## src/rtl/cpu_mem_pkg.sv

```systemverilog
// Shared definitions for the CPU memory/run-control stage.
package cpu_mem_pkg;

    localparam int unsigned MEM_ADDR_WIDTH = 6;
    localparam int unsigned MEM_DEPTH      = 64;

    typedef enum logic [1:0] {
        HALT = 2'd0,
        LOAD = 2'd1,
        RUN  = 2'd2
    } mem_state_t;

endpackage

```

## src/rtl/mem_array.sv

```systemverilog
// DEPTH x 8 resettable flop memory: one synchronous write port, one registered read port.
module mem_array #(
    parameter int unsigned ADDR_WIDTH = 6,
    parameter int unsigned DEPTH      = 64
) (
    input  logic                  clk_i,
    input  logic                  rst_ni,
    input  logic                  we_i,
    input  logic [ADDR_WIDTH-1:0] waddr_i,
    input  logic [7:0]            wdata_i,
    input  logic                  re_i,
    input  logic                  rclr_i,
    input  logic [ADDR_WIDTH-1:0] raddr_i,
    output logic [7:0]            rdata_o
);

    logic [7:0] mem_q [DEPTH];
    logic [7:0] rdata_q;

    // Storage: cleared on reset, one byte written per enabled edge.
    always_ff @(posedge clk_i or negedge rst_ni) begin
        if (!rst_ni) begin
            for (int i = 0; i < int'(DEPTH); i++) begin
                mem_q[i] <= '0;
            end
        end else if (we_i) begin
            mem_q[waddr_i] <= wdata_i;
        end
    end

    // Read register: captures on a read, zeroes on a write, otherwise holds.
    always_ff @(posedge clk_i or negedge rst_ni) begin
        if (!rst_ni) begin
            rdata_q <= '0;
        end else if (rclr_i) begin
            rdata_q <= '0;
        end else if (re_i) begin
            rdata_q <= mem_q[raddr_i];
        end
    end

    assign rdata_o = rdata_q;

endmodule

```

## src/rtl/cpu_mem_ctrl.sv

```systemverilog
// Memory and run-control stage: serves CPU stb/ack accesses in RUN, byte-stream loading in
// LOAD, and gates the core's execute enable so the two never overlap.
module cpu_mem_ctrl
    import cpu_mem_pkg::*;
#(
    parameter int unsigned ADDR_WIDTH = MEM_ADDR_WIDTH,
    parameter int unsigned DEPTH      = MEM_DEPTH,
    parameter bit          AUTO_RUN   = 1'b0
) (
    input  logic                  clk_i,
    input  logic                  rst_ni,
    input  logic                  stb_i,
    output logic                  ack_o,
    input  logic [ADDR_WIDTH-1:0] addr_i,
    input  logic [7:0]            wdata_i,
    input  logic                  write_i,
    output logic [7:0]            rdata_o,
    output logic                  execute_o,
    input  logic                  load_start_i,
    input  logic                  load_valid_i,
    input  logic [7:0]            load_data_i,
    output logic                  load_ready_o,
    input  logic                  load_done_i,
    input  logic                  run_i,
    input  logic                  halt_i,
    output logic                  halted_o
);

    localparam logic [ADDR_WIDTH-1:0] PtrLast = ADDR_WIDTH'(DEPTH - 1);

    mem_state_t            state_q, state_d;
    logic [ADDR_WIDTH-1:0] ptr_q, ptr_d;
    logic                  busy_q, busy_d;
    logic                  halt_pend_q, halt_pend_d;

    logic                  in_run, in_load;
    logic                  halt_take, accept, load_we;
    logic                  mem_we;
    logic [ADDR_WIDTH-1:0] mem_waddr;
    logic [7:0]            mem_wdata;

    assign in_run  = (state_q == RUN);
    assign in_load = (state_q == LOAD);

    // A pending halt is only taken once no access is in flight, and it blocks a new accept.
    assign halt_take = in_run && halt_pend_q && !busy_q;
    assign accept    = in_run && stb_i && !busy_q && !halt_take;
    assign load_we   = in_load && load_valid_i;

    // Next-state, load pointer, busy and halt-pending logic.
    always_comb begin
        state_d     = state_q;
        ptr_d       = ptr_q;
        busy_d      = accept;
        halt_pend_d = halt_pend_q;
        unique case (state_q)
            HALT: begin
                if (load_start_i) begin
                    state_d = LOAD;
                    ptr_d   = '0;
                end else if (run_i) begin
                    state_d = RUN;
                end
            end
            LOAD: begin
                if (load_we) begin
                    ptr_d = ptr_q + 1'b1;
                end
                // Final byte or early done: a byte valid on the same edge is still stored.
                if ((load_we && (ptr_q == PtrLast)) || load_done_i) begin
                    state_d = AUTO_RUN ? RUN : HALT;
                    ptr_d   = '0;
                end
            end
            RUN: begin
                if (halt_take) begin
                    state_d     = HALT;
                    halt_pend_d = 1'b0;
                end else if (halt_i) begin
                    halt_pend_d = 1'b1;
                end
            end
            default: begin
                state_d = HALT;
            end
        endcase
    end

    // Control state registers.
    always_ff @(posedge clk_i or negedge rst_ni) begin
        if (!rst_ni) begin
            state_q     <= HALT;
            ptr_q       <= '0;
            busy_q      <= 1'b0;
            halt_pend_q <= 1'b0;
        end else begin
            state_q     <= state_d;
            ptr_q       <= ptr_d;
            busy_q      <= busy_d;
            halt_pend_q <= halt_pend_d;
        end
    end

    // Write-port source select: the loader owns the port in LOAD, the CPU in RUN.
    assign mem_we    = load_we || (accept && write_i);
    assign mem_waddr = in_load ? ptr_q : addr_i;
    assign mem_wdata = in_load ? load_data_i : wdata_i;

    mem_array #(
        .ADDR_WIDTH (ADDR_WIDTH),
        .DEPTH      (DEPTH)
    ) u_mem_array (
        .clk_i   (clk_i),
        .rst_ni  (rst_ni),
        .we_i    (mem_we),
        .waddr_i (mem_waddr),
        .wdata_i (mem_wdata),
        .re_i    (accept && !write_i),
        .rclr_i  (accept && write_i),
        .raddr_i (addr_i),
        .rdata_o (rdata_o)
    );

    // Busy lasts exactly the cycle after accept, which is the ack cycle.
    assign ack_o        = busy_q;
    assign execute_o    = in_run;
    assign load_ready_o = in_load;
    assign halted_o     = (state_q == HALT);

endmodule

```

## config.mk

```make
export PLATFORM = sky130hd
export DESIGN_NAME = cpu_mem_ctrl
export DESIGN_NICKNAME = d
export VERILOG_FILES = /design/src/rtl/cpu_mem_pkg.sv /design/src/rtl/mem_array.sv /design/src/rtl/cpu_mem_ctrl.sv
export SDC_FILE = /design/constraint.sdc
export NUM_CORES = 1
export LEC_CHECK = 0
export CORE_MARGIN = 1.5
export CORE_UTILIZATION = 35
export DETAILED_ROUTE_END_ITERATION = 16
export PLACE_DENSITY_LB_ADDON = 0.3
export SYNTH_ARGS = -nofsm -noshare
export SYNTH_HDL_FRONTEND = slang
export SYNTH_SLANG_ARGS = --single-unit
```

## constraint.sdc

```tcl
create_clock -name clk_i -period 4.6 [get_ports clk_i]
set_clock_uncertainty 0.15 [all_clocks]
set_input_delay 1.15 -clock clk_i [delete_from_list [all_inputs] [get_ports clk_i]]
set_output_delay 1.15 -clock clk_i [all_outputs]
set_load 0.01 [all_outputs]
```

==> out/qor.yml <==
critical_path:
  rr_endpoint: "u_mem_array.mem_q[417]"
  cp_cell_sequence: "nand2b_1, buf_4, inv_1, clkdlybuf4s50_1"
  cp_max_fo: 14
  rr_startpoint: "state_q[1]"
  critPathRequiredTime_ns: 3.30
  slowest_stage: "nand2b_1"
  worstPathArrival_ns: 2.84
  worstSetupEndpointType: "output pin"
  r2r_slack_ns: 0.91
  rr_worst_depth: 6
  max_stage_delay_ns: 0.79
  worstSetupPathType: "reg -> out"
  cp-start-kind: "flop"
layout:
  nets: 1756
  layout-drive-gt1-share: 0.4670
  syn2layout_area_growth_pct: 14.57
  fillCellCount: 6417
floorplanning:
  start_util: 0.3528
  die_y_um: 268.2
  rows: 97
  coreArea_sq_mm: 0.06979
  die_width_um: 268.2
  io-pin-count: 43
  die_area_sq_mm: 0.07194
flow_run:
  cap_violations: 0
yosys:
  yosysWarnings: 0
  synth_cell_types: 52
  synth_fp_nets: 1719
  async_flop_share: 1.000
  ys_ff_latch: 530
  synth_area_leader_cell: "dfrtp_1"
  ys_seq_area_frac: 0.5387
  synth_commonest_cells: "565 x mux2_2, 530 x dfrtp_1, 72 x clkbuf_1, 64 x mux4_2, 60 x mux2i_1"
  ys_top_cells_by_area: "dfrtp_1 54%, mux2_2 26%, mux4_2 5.9%"
  synthXorXnorAreaFrac: 0.0003557
  syn_inst: 1687
  synth_top_family_by_area: "multiplexers"
  yosysMostFrequentCell: "mux2_2"
  synth_area_sq_mm: 0.02462
  synth_compound_area_frac: 0.04858
  synth-main-ff-cell: "dfrtp_1"
  synth_edf_count: 0
  yosys.area_share.simple: 0.03568
  syn_avg_cell_area_sq_um: 14.59
  synth_mux_area_frac: 0.3542
  yosysTopAreaCellShare: 0.5387
  synthAdderAreaFrac: 0.0005082
drt:
  antenna_left: 0
  avgRoutedWirePerCell_um: 23.12
  drc_errors: 0
  dr.pass1.iters: 5
  dr_total_vias: 14530
  drtIter0Drc: 848
  wirelength_um: 62710
  viasPerCell: 5.359
clock_tree:
  cts-resized-gates: 0
  clkTransAtPathRegs_ns: 0.06
  cts_tree: "yes"
  clkSinkCount: 530
  cts_buffers: 57
  root_buffer: "clkbuf_16"
  clk_latency_ns: 0.62
  holdBufCountCts: 0
  clockBufferDepth: 3
  htreeDepth: 2
  post_cts_buffers: 0
timing:
  fin_crit_ns: 4.136
  finalSetupViolCount: 0
  worst_slew_pin_slew_ns: 1.039
  maxSlewViolCount: 0
  period_share: 0.8992
  slew_headroom: 0.3000
  rsz0062_at_grt: "false"
  fin_setup_tns_ns: 0
  fmax_mhz: 241.8
  hold_viol: 0
global_routing:
  grt_pass1_wl_um: 96290
  globalRouteOverflowTotal: 0
  grt_max_degree: 92
  grt_pass1_vias: 15520
  antenna_found_initial: 1
  grt_usage: 0.1772
hold_path:
  min_from: "u_mem_array.mem_q[481]"
  hp-class: "reg -> reg"
  hold_end: "u_mem_array.mem_q[481]"
  holdPathStages: 1
placed_design:
  dpl.hpwl_um: 40330
  gp_congestion: 0.7847
  port-buffer-count: 42
run_status:
  status: "finished, final reports clean"
pwr:
  power.leakage_nw: 13.41
  power.total_mw: 14.03
  ir_drop_uv: 308.4
  power_density_mw_per_mm2: 497.5
==> sequential cells by signal, indices dropped and copies added (netlist names) <==
signal / count
u_mem_array.mem_q: 512
u_mem_array.rdata_o: 8
ptr_q: 6
state_q: 2
ack_o: 1
halt_pend_q: 1
==> report_power, final <==
part	internal, mW	leakage [nW]	switching, mW
registers	5.74	7.30	0.586
logic	1.56	5.16	1.55
clock network	2.72	0.953	1.88
==> stage by stage <==
step	hold WS [ns]	std cells	cell area [sq um]	utilization	worst slack (ns)
2_1_floorplan	0.3022	1687	24620	-	1.261
3_3_place_gp	0.3131	2605	26310	0.3770	0.6183
3_5_place_dp	0.3247	2605	26310	0.3770	0.5920
4_1_cts	0.3374	2711	28200	0.4042	0.4503
5_1_grt	0.3522	2712	28210	0.4042	0.3463
6_report	0.3315	2712	28210	0.4042	0.4638
==> cells in the final DEF, fill, tap and decap left out, drive strengths merged, types with 10 or more instances in the layout <==
cell / netlist / routed
o31ai: 14 / 14
nor2b: 12 / 12
a22oi: 32 / 32
o21ai: 13 / 13
clkbuf: 72 / 85
clkinv: 0 / 17
a22o: 22 / 22
dfrtp: 530 / 530
nand2: 57 / 57
clkdlybuf4s50: 0 / 39
buf: 49 / 59
o31a: 10 / 10
nand2b: 12 / 12
mux2i: 63 / 63
o22ai: 33 / 33
inv: 8 / 10
nor3: 20 / 20
nand3: 11 / 11
a221o: 10 / 10
mux2: 587 / 587
mux4: 64 / 64
nor2: 26 / 26
==> worst max-delay path, delay by kind of cell (launching register included) <==
| family | cells | cell delay [ns] |
|---|---|---|
| and+or+nand+nor | 1 | 0.79 |
| DFF | 1 | 0.55 |
| buffers and inverters | 3 | 0.87 |
==> cell type report <==
class                   instances  area (sq um)  area share
well taps                     940          1176     0.04170
clock buffers                  84          1700     0.06028
inverters                       8         30.03    0.001065
multi-input cells            1028         10830      0.3838
clock inverters                22         192.7    0.006831
repair buffers                 99          1017     0.03606
flip-flops and latches        530         13260      0.4702
diodes                          1         2.502  0.00008872
==> logic make-up (layout without fill, tap and decap cells) <==
family,after synthesis,count (layout)
buffers and inverters,129,213
AOI/OAI and AO/OA,160,160
xor gates and xnor gates,1,1
and+or+nand+nor,152,152
muxes,714,714
other,0,1
adders and majority gates,1,1
DFF,530,530
==> worst max path at each step <==
stage                from                      to  slack [ns]
6_report       state_q[1]            load_ready_o        0.46
5_1_grt        state_q[1]            load_ready_o        0.35
4_1_cts        state_q[1]            load_ready_o        0.45
3_5_place_dp      write_i  u_mem_array.mem_q[385]        0.59
3_3_place_gp      write_i  u_mem_array.mem_q[385]        0.62
2_1_floorplan   addr_i[0]  u_mem_array.rdata_o[6]        1.26
==> per-layer routing <==
layer  part of all wire  track usage  up-vias
met1               0.45       0.2349     7827
met4              0.034      0.06871        0
met3              0.032      0.02263      104
met5                  0            0        -
li1                   -            -     6375
met2               0.48       0.2953      227
No activity file was read; power rests on OpenSTA's default activity.
